## config.mk

```make
export PLATFORM = sky130hd
export DESIGN_NAME = change_dispenser
export DESIGN_NICKNAME = d
export VERILOG_FILES = /design/src/rtl/change_dispenser.sv
export SDC_FILE = /design/constraint.sdc
export NUM_CORES = 1
export LEC_CHECK = 0
export BUFFER_PORTS_ARGS = -buffer_cell sky130_fd_sc_hd__buf_2
export CORE_ASPECT_RATIO = 1.25
export CORE_UTILIZATION = 53
export DETAILED_ROUTE_END_ITERATION = 16
export HOLD_SLACK_MARGIN = 0.05
export MAX_ROUTING_LAYER = met4
export PLACE_DENSITY_LB_ADDON = 0.08
export SKIP_CTS_REPAIR_TIMING = 1
export SLEW_MARGIN = 30
export SYNTH_ARGS = -nofsm -noshare
export SYNTH_HDL_FRONTEND = slang
export SYNTH_SLANG_ARGS = --single-unit
```

## constraint.sdc

```tcl
create_clock -name clk -period 3.69 [get_ports clk]
set_input_delay 0.369 -clock clk [delete_from_list [all_inputs] [get_ports clk]]
set_output_delay 0.369 -clock clk [all_outputs]
set_load 0.01 [all_outputs]
```

## src/rtl/change_dispenser.sv

```systemverilog
// change_dispenser: greedy coin-change engine for a 1000/500/100 coin hopper.
// Latches a return amount on i_start and offers one coin at a time, largest
// first, using a valid/ready handshake. Each accepted coin is subtracted from
// the amount still owed. If exact change cannot be completed, o_short is
// raised and the unpaid residue stays visible on o_remaining.
//
// Optional feature (macro CHANGE_DISPENSER_INVENTORY_EN):
//   Keeps a per-denomination inventory counter. A denomination whose counter
//   is zero is skipped. Counters are reloaded to INV_INIT at reset, and by
//   i_refill while IDLE. When the macro is undefined the supply is unlimited
//   and i_refill is ignored.
//
// Ports:
//   clk, reset_n    clock, asynchronous active-low reset
//   i_start         return request (sampled only in IDLE)
//   i_amount        amount to return, latched with i_start
//   i_coin_ready    hopper accepts the offered coin
//   i_refill        reload inventories (inventory build only)
//   o_return_coin   one-hot offered coin: 100=1000, 010=500, 001=100
//   o_coin_valid    o_return_coin holds a valid offer
//   o_busy          not IDLE
//   o_done          one-cycle end-of-request pulse
//   o_short         exact change not possible; held until next i_start
//   o_remaining     amount still owed
module change_dispenser #(
    parameter int unsigned AMOUNT_W  = 32,
    parameter int unsigned INV_W     = 8,
    parameter int unsigned INV_INIT  = 8,
    localparam int unsigned NUM_COINS = 3
) (
    input  logic                  clk,
    input  logic                  reset_n,
    input  logic                  i_start,
    input  logic [AMOUNT_W-1:0]   i_amount,
    input  logic                  i_coin_ready,
    input  logic                  i_refill,
    output logic [NUM_COINS-1:0]  o_return_coin,
    output logic                  o_coin_valid,
    output logic                  o_busy,
    output logic                  o_done,
    output logic                  o_short,
    output logic [AMOUNT_W-1:0]   o_remaining
);

    localparam logic [NUM_COINS-1:0] COIN_1000 = 3'b100;
    localparam logic [NUM_COINS-1:0] COIN_500  = 3'b010;
    localparam logic [NUM_COINS-1:0] COIN_100  = 3'b001;

    localparam logic [AMOUNT_W-1:0] VAL_1000 = AMOUNT_W'(1000);
    localparam logic [AMOUNT_W-1:0] VAL_500  = AMOUNT_W'(500);
    localparam logic [AMOUNT_W-1:0] VAL_100  = AMOUNT_W'(100);

    typedef enum logic [1:0] {
        S_IDLE   = 2'd0,
        S_SELECT = 2'd1,
        S_OFFER  = 2'd2,
        S_DONE   = 2'd3
    } state_e;

    state_e                 state_q, state_d;
    logic [NUM_COINS-1:0]   coin_q, coin_d;
    logic                   valid_q, valid_d;
    logic                   busy_q, busy_d;
    logic                   done_q, done_d;
    logic                   short_q, short_d;
    logic [AMOUNT_W-1:0]    remaining_q, remaining_d;

    logic [NUM_COINS-1:0]   avail_c;
    logic                   handshake_c;

    // Coin value of a one-hot coin code.
    function automatic logic [AMOUNT_W-1:0] coin_value(input logic [NUM_COINS-1:0] c);
        logic [AMOUNT_W-1:0] v;
        v = '0;
        case (c)
            COIN_1000: v = VAL_1000;
            COIN_500:  v = VAL_500;
            COIN_100:  v = VAL_100;
            default:   v = '0;
        endcase
        return v;
    endfunction

    // A coin is accepted on a ready edge while it is being offered.
    assign handshake_c = (state_q == S_OFFER) && i_coin_ready;

`ifdef CHANGE_DISPENSER_INVENTORY_EN
    logic [NUM_COINS-1:0][INV_W-1:0] inv_q, inv_d;

    // Inventory update: refill only in IDLE, decrement the accepted denomination.
    always_comb begin
        inv_d = inv_q;
        if ((state_q == S_IDLE) && i_refill) begin
            for (int i = 0; i < int'(NUM_COINS); i++) begin
                inv_d[i] = INV_W'(INV_INIT);
            end
        end
        if (handshake_c) begin
            for (int i = 0; i < int'(NUM_COINS); i++) begin
                if (coin_q[i]) begin
                    inv_d[i] = inv_q[i] - INV_W'(1);
                end
            end
        end
    end

    always_ff @(posedge clk or negedge reset_n) begin
        if (!reset_n) begin
            for (int i = 0; i < int'(NUM_COINS); i++) begin
                inv_q[i] <= INV_W'(INV_INIT);
            end
        end else begin
            inv_q <= inv_d;
        end
    end

    always_comb begin
        for (int i = 0; i < int'(NUM_COINS); i++) begin
            avail_c[i] = (inv_q[i] != '0);
        end
    end
`else
    logic                  unused_refill;
    logic [INV_W-1:0]      unused_inv_init;

    assign avail_c         = '1;
    assign unused_refill   = i_refill;
    assign unused_inv_init = INV_W'(INV_INIT);
`endif

    // Next-state and registered-output logic.
    always_comb begin
        state_d     = state_q;
        coin_d      = coin_q;
        short_d     = short_q;
        remaining_d = remaining_q;

        case (state_q)
            S_IDLE: begin
                if (i_start) begin
                    remaining_d = i_amount;
                    short_d     = 1'b0;
                    state_d     = S_SELECT;
                end
            end
            S_SELECT: begin
                if (remaining_q == '0) begin
                    state_d = S_DONE;
                end else if ((remaining_q >= VAL_1000) && avail_c[2]) begin
                    coin_d  = COIN_1000;
                    state_d = S_OFFER;
                end else if ((remaining_q >= VAL_500) && avail_c[1]) begin
                    coin_d  = COIN_500;
                    state_d = S_OFFER;
                end else if ((remaining_q >= VAL_100) && avail_c[0]) begin
                    coin_d  = COIN_100;
                    state_d = S_OFFER;
                end else begin
                    short_d = 1'b1;
                    state_d = S_DONE;
                end
            end
            S_OFFER: begin
                // Selected coin never exceeds remaining, so no underflow.
                if (i_coin_ready) begin
                    remaining_d = remaining_q - coin_value(coin_q);
                    state_d     = S_SELECT;
                end
            end
            S_DONE: begin
                state_d = S_IDLE;
            end
            default: begin
                state_d = S_IDLE;
            end
        endcase

        // Outputs are registered from the next state so they align with it.
        if (state_d != S_OFFER) begin
            coin_d = '0;
        end
        valid_d = (state_d == S_OFFER);
        busy_d  = (state_d != S_IDLE);
        done_d  = (state_d == S_DONE);
    end

    always_ff @(posedge clk or negedge reset_n) begin
        if (!reset_n) begin
            state_q     <= S_IDLE;
            coin_q      <= '0;
            valid_q     <= 1'b0;
            busy_q      <= 1'b0;
            done_q      <= 1'b0;
            short_q     <= 1'b0;
            remaining_q <= '0;
        end else begin
            state_q     <= state_d;
            coin_q      <= coin_d;
            valid_q     <= valid_d;
            busy_q      <= busy_d;
            done_q      <= done_d;
            short_q     <= short_d;
            remaining_q <= remaining_d;
        end
    end

    assign o_return_coin = coin_q;
    assign o_coin_valid  = valid_q;
    assign o_busy        = busy_q;
    assign o_done        = done_q;
    assign o_short       = short_q;
    assign o_remaining   = remaining_q;

endmodule

```

==> results of run 1 <==
[flip-flops by register name, indices dropped and copies added, names as in the netlist]
name	flops
o_done	1
o_busy	1
o_return_coin	3
o_short	1
o_coin_valid	1
state_q	2
o_remaining	32
[cell usage after synthesis, drive strengths merged (4+ instances only)]
cell type,instances,area (µm²)
nand2,33,124
o21ai,11,55.1
o211ai,12,95.1
inv,8,30.0
clkbuf,7,26.3
nor4,8,56.3
nor2,31,119
and3,11,73.8
nand2b,4,25.0
ha,8,100
o22ai,4,25.0
a31oi,5,31.3
or3,13,86.3
or2,4,25.0
nor3,23,120
a21oi,25,129
nand4,10,62.6
dfrtp,41,1030
o21a,5,37.5
nand3b,4,30.0
a211oi,8,70.1
buf,9,50.0
nand3,16,80.1
[path summary, 6_finish.rpt]
path	startpoint	end	slack, ns	cells after the start
worst max register to register	o_return_coin[1]	o_remaining[23]	0.66	8
min in group clk	i_amount[0]	o_remaining[0]	0.25	3
worst max-delay path	o_return_coin[1]	o_remaining[23]	0.66	8
worst min register to register	o_remaining[0]	o_remaining[0]	0.51	2
max in group asynchronous	reset_n	o_remaining[26]	3.27	1
worst min-delay path	reset_n	o_remaining[2]	0.05	1
[power by group]
group          switching [µW]  internal [µW]
combinational            1160            762
clock                     184            273
sequential                315            653
[kinds of logic (layout without fill, tap and decap cells)]
logic type               Yosys count  count (layout)  share of synthesized area (%)
adder cells (fa/ha/maj)            9               9                           4.21
XOR/XNOR                           2               2                          0.614
AND/OR/NAND/NOR                  171             171                           31.7
buffers and inverters             24              96                           3.73
flip-flops                        41              41                           35.9
AO/OA/AOI/OAI                     97              97                           23.8
[metal layers]
| layer | share of wire [%] | GRT usage (%) | up-vias |
|---|---|---|---|
| met5 | 0 | - | - |
| met4 | 2.2 | 13.5 | 0 |
| met3 | 6.4 | 4.92 | 16 |
| met2 | 49 | 47.9 | 129 |
| met1 | 42 | 43.2 | 1459 |
| li1 | - | - | 1457 |
[cell type report]
type / instances / area (µm²)
Multi-Input combinational cell: 279 / 1730
Fill cell: 459 / 1700
Sequential cell: 41 / 1030
Timing Repair Buffer: 80 / 418
Tap cell: 62 / 77.6
Clock buffer: 5 / 68.8
Clock inverter: 3 / 68.8
Inverter: 8 / 30.0
[through the flow]
stage / setup WS [ns] / utilization [%] / total power (µW) / cells
3_5_place_dp: 0.683 / 63.9 / 2870 / 470
6_report: 0.658 / 66.8 / 3350 / 478
5_1_grt: 0.418 / 66.8 / 3620 / 478
4_1_cts: 0.671 / 66.6 / 3320 / 478
2_1_floorplan: 1.05 / - / 2270 / 344
3_3_place_gp: 0.779 / 63.9 / 2820 / 470
[critical path, stage by stage (launching register included)]
cell      delay [ns]
dfrtp_1         0.46
nor3b_1         0.55
inv_1           0.15
ha_1            0.40
a211oi_2        0.23
o211ai_2        0.13
nor2_2          0.46
nand3_1         0.17
a311o_1         0.37
==> impl_metrics.tcl, run 1 <==
set metrics [dict create \
    core_mm2 0.00512 \
    slew_headroom_pct 42.6 \
    fmax_ghz 0.330 \
    syn2layout_area_growth_pct 19.7 \
    startpoint_type "flip-flop" \
    nets 461 \
    async_flop_share_pct 100 \
    fin_tns_setup_ns 0 \
    post-route-period-util_pct 82.2 \
    h-tree-depth 2 \
    numCtsBuffers 5 \
    cts.clk_slew.worst_paths_ns 0.09 \
    final_common_cell "buf_2" \
    grt_usage_pct 32.3 \
    grt_antenna_before_repair 0 \
    synthDistinctLibCells 60 \
    cap_violations 0 \
    hold_slack_ns 0.0496 \
    drive_gt1_share_pct 24.5 \
    synth_edf_count 0 \
    arrival_ns 3.22 \
    yosysWarnings 0 \
    final_cell_mix "73 x buf_2, 41 x dfrtp_1, 33 x nand2_1, 30 x nor2_1, 24 x a21oi_1" \
    fin_crit_ns 3.03 \
    vias_per_cell 6.40 \
    ys_seq_elements 41 \
    peakVddDrop_uv 410 \
    setup_viol 0 \
    worstMarginPinSlew_ns 0.859 \
    vias 3061 \
    synth_nets 390 \
    p_leak_uw 0.00146 \
    dieWidth_um 67.6 \
    critPathMaxFanout 10 \
    n_antenna_cell 0 \
    rsz0062_at_grt "no" \
    portBuffers 74 \
    synth_flop_cell "dfrtp_1" \
    dpl-instance-area_mm2 0.00327 \
    clk_latency_ns 0.30 \
    clk_path_buf_depth 2 \
    grt_max_degree 42 \
    gp_congestion 0.888 \
    cts_tree "built" \
    syn_inst 344 \
    cts_sinks 41 \
    drt_first_pass_iters 5 \
    p_per_area_mw_per_mm2 980 \
    crit_required_ns 3.88 \
    status "finished clean" \
    hold_path_class "input pin to asynchronous set/reset pin" \
    io-pin-count 76 \
    dieArea_mm2 0.00568 \
    hold_viol_final 0 \
    drt-total-wl_mm 8.33 \
    initial_core_util_pct 55.8 \
    ys_seq_area_share_pct 35.9 \
    final_area_mm2 0.00342 \
    grt_first_pass_wirelength_mm 13.6 \
    cts-root-buf "clkbuf_8" \
    overflow 0 \
    slew_viol_final 0 \
    dieHeight_um 84.0 \
    grt_pass1_vias 2722 \
    skew_ns 0.00699 \
    place_hpwl_mm 5.82 \
    synth_area_mm2 0.00285 \
    crit_path_end_kind "flip-flop" \
    syn_area_per_cell_um2 8.30 \
    drt_iter0_drc 180 \
    rows 29 \
    path_class "flip-flop to flip-flop" \
    drt_drc_violations_left 0 \
    wl_per_cell_um 17.4 \
    drtAntennaViolNets 0 \
]
(Power assumes the default switching activity.)
==> inputs of run 2 (changes only) <==
--- a/config.mk
+++ b/config.mk
@@ -7,7 +7,7 @@
 export LEC_CHECK = 0
 export BUFFER_PORTS_ARGS = -buffer_cell sky130_fd_sc_hd__buf_2
 export CORE_ASPECT_RATIO = 1.25
-export CORE_UTILIZATION = 53
+export CORE_UTILIZATION = 48
 export DETAILED_ROUTE_END_ITERATION = 16
 export HOLD_SLACK_MARGIN = 0.05
 export MAX_ROUTING_LAYER = met4
==> constraint.sdc (replaced) <==
create_clock -name clk -period 2.7 [get_ports clk]
set_input_delay 0.27 -clock clk [delete_from_list [all_inputs] [get_ports clk]]
set_output_delay 0.27 -clock clk [all_outputs]
set_load 0.01 [all_outputs]
==> impl_metrics.tcl, run 2 (synthesis gave the netlist of run 1 again) <==
set metrics [dict create \
    drt_first_pass_iters 10 \
    portBuffers 74 \
    hold_viol_final 0 \
    io-pin-count 76 \
    combPwrFrac_pct 60.7 \
    drtAntennaViolNets 0 \
    grt_max_degree 42 \
    path_class "flip-flop to flip-flop" \
    overflow 0 \
    r2r_slack_ns 0.15 \
    r2r_end "o_remaining[19]" \
    nets 470 \
    cts-root-buf "clkbuf_8" \
    r2r_cells 9 \
    drt-total-wl_mm 8.58 \
    fin_crit_ns 2.55 \
    largest_reg_flops 32 \
    core_mm2 0.00578 \
    slew_viol_final 0 \
    place_ws_ns 0.0685 \
    fillers 538 \
    vias_per_cell 6.23 \
    dieArea_mm2 0.00626 \
    setup_viol 0 \
    clk_latency_ns 0.29 \
    min_path_cells 3 \
    grt_first_pass_wirelength_mm 13.8 \
    wl_per_cell_um 17.5 \
    grt_usage_pct 29.2 \
    swShare_pct 49.7 \
    drt_drc_violations_left 7 \
    vias 3059 \
    numCtsBuffers 5 \
    dieWidth_um 71.0 \
    min_to "o_remaining[1]" \
    place_hpwl_mm 6.19 \
    cts_tree "built" \
    syn2layout_area_growth_pct 22.4 \
    worstMarginPinSlew_ns 0.822 \
    seq_area_mm2 0.00103 \
    critPathMaxFanout 9 \
    cts_sinks 41 \
    arrival_ns 2.76 \
    crit_path_end_kind "flip-flop" \
    drive_gt1_share_pct 26.6 \
    grt_antenna_before_repair 0 \
    gp_congestion 0.869 \
    drt_iter0_drc 170 \
    switching_power_uw 2330 \
    rsz0062_at_grt "no" \
    violations "design-rule violations" \
    dieHeight_um 88.2 \
    cap_violations 0 \
    fin_tns_setup_ns 0 \
    p_per_area_mw_per_mm2 1340 \
    final_cell_mix "73 x buf_2, 41 x dfrtp_1, 33 x nand2_1, 30 x nor2_1, 24 x a21oi_1" \
    layout_setup_ws_ns 0.152 \
    p_int_uw 2350 \
    p_leak_uw 0.00150 \
    skew_ns 0.00415 \
    status "complete, but fails checks" \
    hold_path_class "input pin to flip-flop" \
    n_antenna_cell 0 \
    rows 31 \
    fmax_ghz 0.392 \
    startpoint_type "flip-flop" \
    cts.clk_slew.worst_paths_ns 0.09 \
    multi_input_area_mm2 0.00175 \
    power_frac_seq_pct 27.9 \
    cp-startpoint "o_return_coin[1]" \
    grt_pass1_vias 2771 \
    power_frac_clock_pct 11.3 \
    crit_required_ns 2.92 \
    r2r_start "o_return_coin[1]" \
    final_common_cell "buf_2" \
    initial_core_util_pct 49.4 \
    peakVddDrop_uv 669 \
    clk_path_buf_depth 2 \
    post-route-period-util_pct 94.4 \
    min-delay-start "i_amount[1]" \
    slew_headroom_pct 45.0 \
    h-tree-depth 2 \
]
## run 2: changes by cell type in the layout (fill, tap and decap cells not counted), sizes merged
cell         previous run  this run
buf                    80        88
bufinv                  2         1
clkbuf                  5         6
clkinvlp                0         1
dlygate4sd3             0         1
inv                     9         8
## run 2: worst max-delay path, cell delays in order (launching register included)
cell and delay, ns:
dfrtp_1 0.45, nor3b_2 0.20, buf_4 0.15, inv_1 0.06, ha_1 0.36, a211oi_2 0.23
o211ai_2 0.17, or2_4 0.33, or3_1 0.35, o211ai_1 0.17
## run 2: how the worst max path moves through the flow
stage | slack (ns) | end
floorplan | 0.06 | o_remaining[17]
global placement | 0.15 | o_remaining[19]
detailed placement | 0.07 | o_remaining[19]
CTS | 0.05 | o_remaining[19]
global route | 0.02 | o_remaining[19]
finish | 0.15 | o_remaining[19]
## run 2: power groups by stage
stage | logic (µW) | registers [µW] | clock network (µW)
finish | 2840 | 1310 | 531
floorplan | 1780 | 1330 | 0
global route | 3120 | 1360 | 565
CTS | 2760 | 1300 | 542
global placement | 2680 | 1310 | 0
detailed placement | 2760 | 1310 | 0
## run 2: cell type report
type | instances | area share (%)
timing repair buffer | 89 | 14.0
multi-input combinational | 279 | 50.0
inverter | 8 | 0.860
clock inverter | 2 | 1.07
clock buffer | 6 | 2.36
tap | 66 | 2.36
sequential | 41 | 29.4
## run 2: per-stage QoR
step | std cells | power [µW] | util (%) | hold WS [ns] | instance area (µm²)
finish | 491 | 4680 | 60.4 | 0.167 | 3490
global route | 491 | 5050 | 60.4 | 0.166 | 3490
CTS | 490 | 4610 | 59.8 | 0.147 | 3460
detailed placement | 482 | 4070 | 57.7 | 0.467 | 3340
global placement | 482 | 3990 | 57.7 | 0.464 | 3340
floorplan | 344 | 3100 | - | -0.0256 | 2850
## run 2: metal layers
layer / global-route usage [%] / vias up / part of all wire [%]
met5: - / - / 0
met4: 7.27 / 0 / 1.0
met3: 3.42 / 9 / 6.2
met2: 50.4 / 108 / 50
met1: 36.6 / 1476 / 42
li1: - / 1466 / -
==> inputs of run 3 (changes only) <==
--- a/config.mk
+++ b/config.mk
@@ -5,10 +5,10 @@
 export SDC_FILE = /design/constraint.sdc
 export NUM_CORES = 1
 export LEC_CHECK = 0
-export BUFFER_PORTS_ARGS = -buffer_cell sky130_fd_sc_hd__buf_2
 export CORE_ASPECT_RATIO = 1.25
-export CORE_UTILIZATION = 48
+export CORE_UTILIZATION = 58
 export DETAILED_ROUTE_END_ITERATION = 16
+export DONT_BUFFER_PORTS = 1
 export HOLD_SLACK_MARGIN = 0.05
 export MAX_ROUTING_LAYER = met4
 export PLACE_DENSITY_LB_ADDON = 0.08
==> impl_metrics.tcl, run 3 (synthesis gave the netlist of run 1 again) <==
set metrics [dict create \
    status "finished clean" \
    cp-startpoint "o_return_coin[1]" \
    power_frac_clock_pct 11.5 \
    cts_tree "built" \
    final_common_cell "dfrtp_1" \
    wl_per_cell_um 20.1 \
    combPwrFrac_pct 56.2 \
    startpoint_type "flip-flop" \
    arrival_ns 2.76 \
    grt_max_degree 42 \
    setup_viol 0 \
    drt-total-wl_mm 8.35 \
    min-delay-start "i_amount[0]" \
    cap_violations 0 \
    switching_power_uw 2280 \
    final_area_mm2 0.00316 \
    crit_required_ns 2.92 \
    dieWidth_um 64.7 \
    seq_area_mm2 0.00103 \
    dieArea_mm2 0.00521 \
    grt_pass1_vias 2648 \
    multi_input_area_mm2 0.00175 \
    slew_viol_final 0 \
    fillers 431 \
    syn2layout_area_growth_pct 10.7 \
    worstMarginPinSlew_ns 0.793 \
    fin_tns_setup_ns 0 \
    rows 28 \
    cts.clk_slew.worst_paths_ns 0.09 \
    r2r_start "o_return_coin[1]" \
    vias 2854 \
    p_per_area_mw_per_mm2 1410 \
    grt_usage_pct 33.7 \
    grt_first_pass_wirelength_mm 13.1 \
    io-pin-count 76 \
    slew_headroom_pct 47.0 \
    grt_antenna_before_repair 0 \
    initial_core_util_pct 60.3 \
    peakVddDrop_uv 678 \
    critPathMaxFanout 9 \
    h-tree-depth 2 \
    drtAntennaViolNets 0 \
    clk_path_buf_depth 2 \
    hold_path_class "input pin to flip-flop" \
    skew_ns 0.00924 \
    cts-root-buf "clkbuf_8" \
    fmax_ghz 0.393 \
    p_int_uw 2170 \
    final_cell_mix "40 x dfrtp_1, 33 x nand2_1, 29 x nor2_1, 24 x a21oi_1, 22 x nor3_1" \
    numCtsBuffers 5 \
    crit_path_end_kind "flip-flop" \
    drive_gt1_share_pct 12.7 \
    path_class "flip-flop to flip-flop" \
    place_hpwl_mm 5.70 \
    drt_iter0_drc 286 \
    hold_slack_ns 0.0665 \
    fin_crit_ns 2.55 \
    drt_drc_violations_left 0 \
    dpl-instance-area_mm2 0.00298 \
    n_antenna_cell 0 \
    rsz0062_at_grt "no" \
    cts_sinks 41 \
    nets 400 \
    overflow 0 \
    vias_per_cell 6.88 \
    portBuffers 0 \
    power_frac_seq_pct 32.3 \
    largest_reg_flops 32 \
    p_leak_uw 0.00122 \
    dieHeight_um 80.4 \
    drt_first_pass_iters 5 \
    hold_viol_final 0 \
    swShare_pct 51.3 \
    core_mm2 0.00473 \
    clk_latency_ns 0.30 \
    gp_congestion 0.911 \
    post-route-period-util_pct 94.3 \
]
-- run 3: area by class of cell --
type | count | share of cell area [%]
tap | 60 | 2.38
multi-input combinational | 279 | 55.3
sequential | 41 | 32.5
clock buffer | 5 | 2.18
inverter | 8 | 0.951
timing repair buffer | 19 | 5.23
clock inverter | 3 | 1.47
-- run 3: stage by stage --
stage	instances	total power [µW]	setup WS (ns)	utilization, %
after floorplan	344	3100	0.0584	-
after global placement	404	3710	0.116	62.9
after detailed placement	404	3780	0.0780	62.9
after CTS	412	4300	0.0351	65.3
after global routing	415	4780	0.0105	66.8
final	415	4450	0.154	66.8
-- run 3: per-layer routing --
metal  vias up  track usage (%)  share of wire, %
li1       1328                -                 -
met1      1388             40.3                41
met5         -                -                 0
met4         0             12.0               1.8
met2       124             56.8                50
met3        14             5.97               6.6
-- run 3: power groups by stage --
stage	Clock [µW]	Combinational (µW)	Sequential [µW]
6_report	512	2500	1440
5_1_grt	545	2750	1490
4_1_cts	517	2350	1430
3_5_place_dp	0	2340	1440
3_3_place_gp	0	2280	1440
2_1_floorplan	0	1780	1330
-- run 3: final timing paths --
| kind | to | slack [ns] | cells past startpoint |
|---|---|---|---|
| setup reg to reg | o_remaining[17] | 0.15 | 9 |
| max in group asynchronous | o_remaining[14] | 2.00 | 2 |
| hold reg to reg | o_remaining[3] | 0.59 | 2 |
| hold / removal | o_remaining[0] | 0.07 | 2 |
| min in group asynchronous | o_return_coin[2] | 0.49 | 2 |
| setup / recovery | o_remaining[17] | 0.15 | 9 |
-- run 3: critical path: stages, from the launching register on --
cell,delay (ns)
dfrtp_2,0.46
nor3b_1,0.22
buf_4,0.17
a21oi_1,0.06
ha_1,0.35
nand3_1,0.19
o211ai_2,0.14
or2_4,0.33
or3_1,0.35
o211ai_1,0.19
